--- src/rtl/cpu_pkg.sv ---
// rtl/cpu_pkg.sv - shared CPU types and constants for the decode/execute slice
// Control bundle layout: mem_read sits at bit MEM_READ_BIT of ctrl_t.
package cpu_pkg;

   localparam int XLEN         = 32;
   localparam int CTRL_W       = 16;
   localparam int REG_ADDR_W   = 5;
   localparam int MEM_READ_BIT = 1;

   typedef struct packed {
      logic [7:0] alu_op;
      logic [2:0] funct3;
      logic       jump;
      logic       branch;
      logic       mem_write;
      logic       mem_read;
      logic       reg_write;
   } ctrl_t;

   // A used source matching a non-x0 destination.
   function automatic logic src_hit(input logic                  used,
                                    input logic [REG_ADDR_W-1:0] src,
                                    input logic [REG_ADDR_W-1:0] dst);
      return used && (src == dst) && (dst != '0);
   endfunction

endpackage

--- src/rtl/id_hazard_detect.sv ---
// rtl/id_hazard_detect.sv - combinational load-use and writeback hazard detection
// With ID_WB_BYPASS_EN defined the writeback value is bypassed, so wb_hazard_o is tied low.
module id_hazard_detect
   import cpu_pkg::*;
(
   input  logic                  ex_valid_i,
   input  logic                  ex_mem_read_i,
   input  logic [REG_ADDR_W-1:0] ex_rd_addr_i,
   input  logic [REG_ADDR_W-1:0] rs1_addr_i,
   input  logic                  rs1_used_i,
   input  logic [REG_ADDR_W-1:0] rs2_addr_i,
   input  logic                  rs2_used_i,
   input  logic                  wb_reg_write_i,
   input  logic [REG_ADDR_W-1:0] wb_addr_i,
   output logic                  load_use_o,
   output logic                  wb_hazard_o
);

   assign load_use_o = ex_valid_i && ex_mem_read_i &&
                       (src_hit(rs1_used_i, rs1_addr_i, ex_rd_addr_i) ||
                        src_hit(rs2_used_i, rs2_addr_i, ex_rd_addr_i));

`ifdef ID_WB_BYPASS_EN
   logic unused_wb;
   assign unused_wb   = ^{wb_reg_write_i, wb_addr_i};
   assign wb_hazard_o = 1'b0;
`else
   // Register file is not write-through: wait one cycle for the write to land.
   assign wb_hazard_o = wb_reg_write_i &&
                        (src_hit(rs1_used_i, rs1_addr_i, wb_addr_i) ||
                         src_hit(rs2_used_i, rs2_addr_i, wb_addr_i));
`endif

endmodule

--- src/rtl/id_ex_stage.sv ---
// rtl/id_ex_stage.sv - ID/EX pipeline register with handshake, hazard bubbles and flush
// Optional writeback bypass enabled by defining ID_WB_BYPASS_EN.
module id_ex_stage #(
   parameter int XLEN   = 32,
   parameter int CTRL_W = 16
) (
   input  logic              clk,
   input  logic              rst,
   input  logic              in_valid,
   output logic              in_ready,
   input  logic [XLEN-1:0]   in_pc,
   input  logic [XLEN-1:0]   in_imm,
   input  logic [CTRL_W-1:0] in_ctrl,
   input  logic [4:0]        in_rs1_addr,
   input  logic              in_rs1_used,
   input  logic [4:0]        in_rs2_addr,
   input  logic              in_rs2_used,
   input  logic [4:0]        in_rd_addr,
   input  logic [XLEN-1:0]   rs1_data,
   input  logic [XLEN-1:0]   rs2_data,
   input  logic              wb_reg_write,
   input  logic [4:0]        wb_addr,
   input  logic [XLEN-1:0]   wb_data,
   input  logic              flush,
   output logic              out_valid,
   input  logic              out_ready,
   output logic [XLEN-1:0]   out_pc,
   output logic [XLEN-1:0]   out_imm,
   output logic [XLEN-1:0]   out_rs1_val,
   output logic [XLEN-1:0]   out_rs2_val,
   output logic [CTRL_W-1:0] out_ctrl,
   output logic [4:0]        out_rd_addr
);

   import cpu_pkg::*;

   logic              out_valid_q, out_valid_d;
   logic [XLEN-1:0]   pc_q, imm_q, rs1_val_q, rs2_val_q;
   logic [CTRL_W-1:0] ctrl_q;
   logic [4:0]        rd_q;
   logic [XLEN-1:0]   rs1_val_d, rs2_val_d;
   logic              load_use, wb_hazard, load_en;

   id_hazard_detect u_hazard (
      .ex_valid_i     (out_valid_q),
      .ex_mem_read_i  (ctrl_q[MEM_READ_BIT]),
      .ex_rd_addr_i   (rd_q),
      .rs1_addr_i     (in_rs1_addr),
      .rs1_used_i     (in_rs1_used),
      .rs2_addr_i     (in_rs2_addr),
      .rs2_used_i     (in_rs2_used),
      .wb_reg_write_i (wb_reg_write),
      .wb_addr_i      (wb_addr),
      .load_use_o     (load_use),
      .wb_hazard_o    (wb_hazard)
   );

   assign in_ready = !rst && !flush && !load_use && !wb_hazard && (!out_valid_q || out_ready);
   assign load_en  = in_valid && in_ready;

   always_comb begin
      rs1_val_d = rs1_data;
      rs2_val_d = rs2_data;
`ifdef ID_WB_BYPASS_EN
      if (wb_reg_write && wb_addr != '0 && wb_addr == in_rs1_addr) rs1_val_d = wb_data;
      if (wb_reg_write && wb_addr != '0 && wb_addr == in_rs2_addr) rs2_val_d = wb_data;
`endif
      // x0 reads zero regardless of register file or bypass contents.
      if (in_rs1_addr == '0) rs1_val_d = '0;
      if (in_rs2_addr == '0) rs2_val_d = '0;
   end

`ifndef ID_WB_BYPASS_EN
   logic unused_wb_data;
   assign unused_wb_data = ^wb_data;
`endif

   always_comb begin
      out_valid_d = out_valid_q;
      if (flush)          out_valid_d = 1'b0;
      else if (load_en)   out_valid_d = 1'b1;
      else if (out_ready) out_valid_d = 1'b0;
   end

   always_ff @(posedge clk) begin
      if (rst) begin
         out_valid_q <= 1'b0;
         pc_q        <= '0;
         imm_q       <= '0;
         rs1_val_q   <= '0;
         rs2_val_q   <= '0;
         ctrl_q      <= '0;
         rd_q        <= '0;
      end else begin
         out_valid_q <= out_valid_d;
         if (load_en) begin
            pc_q      <= in_pc;
            imm_q     <= in_imm;
            rs1_val_q <= rs1_val_d;
            rs2_val_q <= rs2_val_d;
            ctrl_q    <= in_ctrl;
            rd_q      <= in_rd_addr;
         end
      end
   end

   assign out_valid   = out_valid_q;
   assign out_pc      = pc_q;
   assign out_imm     = imm_q;
   assign out_rs1_val = rs1_val_q;
   assign out_rs2_val = rs2_val_q;
   assign out_ctrl    = ctrl_q;
   assign out_rd_addr = rd_q;

endmodule

--- config.mk ---
export PLATFORM = sky130hd
export DESIGN_NAME = id_ex_stage
export DESIGN_NICKNAME = d
export VERILOG_FILES = /design/src/rtl/cpu_pkg.sv /design/src/rtl/id_hazard_detect.sv /design/src/rtl/id_ex_stage.sv
export SDC_FILE = /design/constraint.sdc
export NUM_CORES = 1
export LEC_CHECK = 0
export ABC_AREA = 0
export ABC_CLOCK_PERIOD_IN_PS = 5900
export BUFFER_PORTS_ARGS = -buffer_cell sky130_fd_sc_hd__buf_2
export CORE_AREA = 8 8 130 132
export CTS_BUF_LIST = sky130_fd_sc_hd__clkbuf_16
export DETAILED_ROUTE_END_ITERATION = 10
export DIE_AREA = 0 0 138 140
export PLACE_DENSITY_LB_ADDON = 0.12
export SYNTH_ARGS = -nofsm -noshare
export SYNTH_HDL_FRONTEND = slang
export SYNTH_HIERARCHICAL = 1
export SYNTH_SLANG_ARGS = --single-unit
--- constraint.sdc ---
create_clock -name clk -period 5.9 [get_ports clk]
set_input_delay 0.885 -clock clk [delete_from_list [all_inputs] [get_ports clk]]
set_output_delay 0.885 -clock clk [all_outputs]
set_load 0.1 [all_outputs]
---- Word level (Yosys, flattened, before mapping) ----
Index checks and enable logic that the tools add are counted.
cells by class
  add/sub/neg operators ................... 0
  multipliers ............................. 0
  divide/modulo/power cells ............... 0
  magnitude comparators ................... 0
  equal/unequal tests ..................... 4
  shift-type cells ........................ 0
  mux-type cells .......................... 4
  bitwise operators ....................... 0
  reductions and logical operators ........ 30
operators with widths
  cell               count
  $mux 32            2
  $eq 5x5->1         4
  $logic_and 1x1->1  16
  $logic_not 5->1    2
  $reduce_bool 5->1  2
  $logic_not 1->1    5
  $logic_or 1x1->1   3
  $mux 1             2
  $reduce_bool 2->1  1
  $reduce_or 2->1    1
storage, ports and cells
  bits in registers ....................... 150
  bits in latches ......................... 0
  memory bits (writable) .................. 0
  bits in read-only memories .............. 0
  output and inout port bits .............. 151
  word-level logic and storage cells ...... 45
  memories ................................ 0

---- Longest topological paths before layout ----
  word-level depth ........................ 11
  depth in mapped cells ................... 10
  gate-level depth less buffers ........... 7

---- Hierarchy ----
The synthesis kept the hierarchy.
by module, submodules not included
  module            instances  cells an instance  area each (um^2)  seq. area each (um^2)
  id_ex_stage       1          703                6449.9            3002.9
  id_hazard_detect  1          34                 266.5             0.0

---- Worst setup path before layout ----
OpenSTA, ideal clock, no wires.
  path kind ............................... reg2out
  start point ............................. register rd_q[2] (netlist: out_rd_addr[2])
  end point ............................... output port in_ready
  arrival time ............................ 3.692 ns
  path slack .............................. 1.323 ns
  stages on the path, launching flop included .. 9
  path buffers ............................ 3
  cell sequence ........................... dfxtp_1 > or4_4 > o211ai_2 > a21oi_1 > or4_4 > buf_6 > buf_6 > buf_6 > nor2_1
between the ends
  cells in the longest elaborated chain, start to end .. 9
ends and longest elaborated chain
  item                               line                    text
  start, declared                    id_ex_stage.sv:40       logic [4:0] rd_q;
  start signal, assigned             id_ex_stage.sv:102      rd_q <= in_rd_addr;
  $eq 5x5->1                         cpu_pkg.sv:24           return used && (src == dst) && (dst != '0);
  $logic_and 1x1->1 (2 in series)    cpu_pkg.sv:24
  $logic_or 1x1->1 *                 id_hazard_detect.sv:20  (src_hit(rs1_used_i, rs1_addr_i, ex_rd_addr_i) ||
  $logic_and 1x1->1 *                id_hazard_detect.sv:19  assign load_use_o = ex_valid_i && ex_mem_read_i &&
  net load_use                       id_ex_stage.sv:42       logic load_use, wb_hazard, load_en;
  $logic_not 1->1 *                  id_ex_stage.sv:58       assign in_ready = !rst && !flush && !load_use && !wb_hazard && (!out_valid_q || out_ready);
  $logic_and 1x1->1 * (3 in series)  id_ex_stage.sv:58
  end, declared                      id_ex_stage.sv:10       output logic in_ready,
The timed path passes the listed nets; every way through them passes the cells marked *.

---- Worst setup path in the final report ----
  start point ............................. input port in_rs2_addr[1]
  end point ............................... output port in_ready
between the ends
  cells in the longest elaborated chain, start to end .. 9
ends and longest elaborated chain
  item                             line                    text
  start, declared                  id_ex_stage.sv:16       input logic [4:0] in_rs2_addr,
  $eq 5x5->1                       cpu_pkg.sv:24
  $logic_and 1x1->1 (2 in series)  cpu_pkg.sv:24
  $logic_or 1x1->1                 id_hazard_detect.sv:20
  $logic_and 1x1->1                id_hazard_detect.sv:19
  net load_use                     id_ex_stage.sv:42
  $logic_not 1->1                  id_ex_stage.sv:58
  $logic_and 1x1->1 (3 in series)  id_ex_stage.sv:58
The timed path passes the listed nets, and every way through them passes these cells.

==> impl_metrics.json <==
{
  "leakagePower_nw": 4.17,
  "start_util_pct": 45.2,
  "final_util_pct": 59.4,
  "ys_warn_count": 6,
  "timing.rr.start": "out_rd_addr[2]",
  "min_period_over_period_pct": 71.7,
  "synth_cell_types": 30,
  "io_pins": 355,
  "relSlewSlack_pct": 25.9,
  "skew_ps": 5.86,
  "slew_viol_final": 0,
  "endpoint": "in_ready",
  "cts_setup_buffers": 0,
  "finalSetupTns_ps": 0,
  "cts_buffer_depth": 2,
  "cts_resized": 0,
  "drive_above_1_share_pct": 39.4,
  "synth_fp_nets": 941,
  "start_kind": "input pin",
  "switching_share_pct": 33.3,
  "cp.arrival_ps": 3340,
  "vias": 6731,
  "overflow": 0,
  "grt_pass1_wl_um": 37000,
  "h-tree-depth": 4,
  "drt_iter0_drc": 454,
  "cts.sinks": 150,
  "routed_wl_um": 23500,
  "path_clk_slew_ps": 60,
  "port_buffers": 322,
  "rrSetupSlack_ps": 2890,
  "grt_max_degree": 88,
  "finalPower_mw": 2.75,
  "cts_inserted_buffers": 17,
  "cp_max_fo": 46,
  "crit_required_ps": 5020,
  "max_freq_mhz": 236,
  "gr-usage-all-layers_pct": 23.3,
  "ys_ff_latch": 150,
  "die_x_um": 138,
  "p_int_mw": 1.83,
  "wl_per_cell_um": 19.6,
  "setup_viol": 0,
  "crit_start": "in_rs2_addr[1]",
  "crit_type": "in -> out",
  "viasPerCell": 5.63,
  "fin_nets": 1197,
  "worstMarginPinSlew_ps": 1110,
  "p_comb_share_pct": 22.3,
  "cp-end-kind": "output pin",
  "placed_cells": 1162,
  "net-switching-power_uw": 916,
  "grt_pass1_vias": 6572,
  "rsz0062_at_grt": "false",
  "synthCells": 737,
  "dr.pass1.iters": 5,
  "yosysSeqAreaShare_pct": 44.7,
  "drtAntennaViolNets": 0,
  "clk_latency_ps": 420,
  "postCtsHoldBufs": 0,
  "finalNonFillerCells": 1196,
  "hold_viol": 0,
  "reg2reg_depth": 7,
  "route.detailed.drc": 0,
  "antenna_found_initial": 4,
  "drv_cap": 0,
  "ir_drop_uv": 186,
  "worst_hold_path_type": "reg -> reg",
  "status": "finished clean",
  "die-area_mm2": 0.0193,
  "syn_area_per_cell_um2": 9.11,
  "power.share.sequential_pct": 39.3,
  "power_density_mw_per_mm2": 312,
  "rows": 45,
  "r2r_end": "out_rs1_val[7]",
  "dp_hpwl_um": 15500,
  "post-route-min-period_ps": 4230,
  "syn_to_final_growth_pct": 31.4,
  "p_clk_share_pct": 38.4,
  "cts-root-buf": "clkbuf_16",
  "die_h_um": 140,
  "gp_congestion": 0.794,
  "syn_area_mm2": 0.00672,
  "coreArea_mm2": 0.0149,
  "cts_tree": "built"
}
==> worst max-delay path, cell delays in order <==
cell	delay [ps]
buf_2	450
xor2_1	190
nor4_1	80
nand3_1	80
a21oi_1	110
or4_4	760
nor2_1	290
buf_2	480
==> layout make-up <==
| cell class | count | area [um^2] |
|---|---|---|
| flip-flops and latches | 150 | 3000 |
| multi-input cells | 491 | 3320 |
| well taps | 188 | 235 |
| clock buffers | 17 | 425 |
| inverters | 2 | 8.76 |
| fillers | 1403 | 6040 |
| clock inverters | 13 | 141 |
| diodes | 4 | 10.0 |
| repair buffers | 331 | 1680 |
==> worst min-delay path by stage <==
stage / startpoint / endpoint / slack [ps] / depth (start not counted)
after floorplan: out_rs1_val[31] / out_rs1_val[31] / 890 / 2
after global placement: out_rs1_val[31] / out_rs1_val[31] / 440 / 2
after detailed placement: out_rs1_val[11] / out_rs1_val[11] / 450 / 2
after CTS: out_rs1_val[11] / out_rs1_val[11] / 460 / 2
after global routing: out_rs2_val[21] / out_rs2_val[21] / 470 / 2
final: out_rs1_val[26] / out_rs1_val[26] / 450 / 2
==> per-stage QoR <==
stage / hold slack [ps] / cell area (um^2) / setup WS, ps
final: 453 / 8820 / 1670
after global routing: 471 / 8820 / 1470
after CTS: 458 / 8810 / 1650
after detailed placement: 451 / 8250 / 1670
after global placement: 443 / 8250 / 1660
after floorplan: 889 / 6720 / 1320
==> state kept, by name, indices dropped and copies added (netlist names) <==
signal and count:
out_imm 32, out_pc 32, out_rs1_val 32, out_rs2_val 32
out_ctrl 16, out_rd_addr 5, out_valid 1
==> cells by family after synthesis <==
logic type | after synthesis | synth area share [%]
AO/OA/AOI/OAI | 240 | 23.5
AND/OR/NAND/NOR | 168 | 13.4
flip-flops | 150 | 44.7
buffers and inverters | 96 | 6.33
multiplexers | 63 | 9.39
XOR/XNOR | 20 | 2.61
==> routing by layer <==
layer  GRT usage (%)  routed length, um  up-vias  part of all wire (%)
li1                -                  -     3269                     -
met1            27.2               9710     3177                    41
met2            37.9              11300      248                    48
met3            8.52               1950       35                   8.3
met4            9.61                554        2                   2.4
met5               0                 20        -                 0.085
==> synthesized netlist by cell type (all sizes together) <==
| cell | instances | area share (%) |
|---|---|---|
| dfxtp | 150 | 45 |
| a21oi | 87 | 6.5 |
| nand4 | 85 | 7.9 |
| o31ai | 85 | 12 |
| clkbuf | 72 | 4.0 |
| o21ai | 64 | 4.8 |
| mux2i | 63 | 9.4 |
| nand2 | 63 | 3.5 |
| buf | 22 | 2.2 |
| xor2 | 16 | 2.1 |
| nand3 | 5 | 0.37 |
| nor4 | 5 | 0.56 |
| or4 | 5 | 0.67 |
| xnor2 | 4 | 0.52 |
| a211oi | 1 | 0.11 |
| a41o | 1 | 0.15 |
| clkinv | 1 | 0.056 |
| inv | 1 | 0.056 |
| nand2b | 1 | 0.093 |
| nor2 | 1 | 0.056 |
| nor2b | 1 | 0.093 |
| nor3 | 1 | 0.074 |
| o211ai | 1 | 0.19 |
| o311a | 1 | 0.15 |
| or2 | 1 | 0.093 |
==> power by group through the flow <==
stage	combinational (mW)	clock, mW	sequential [mW]
global placement	0.613	0	1.10
global route	0.641	1.13	1.09
CTS	0.615	1.08	1.08
floorplan	0.151	0	1.42
finish	0.614	1.05	1.08
detailed placement	0.614	0	1.10
==> layout by cell type, fill, tap and decap left out, types with 5 or more instances in the layout <==
cell       count
buf_2        322
dfxtp_1      150
a21oi_1       87
nand4_1       85
o21ai_0       63
nand2_1       63
mux2i_1       63
o31ai_1       56
o31ai_2       29
clkbuf_16     17
xor2_1        16
buf_4          9
clkinv_2       5
No activity file was read; power rests on OpenSTA's default activity.
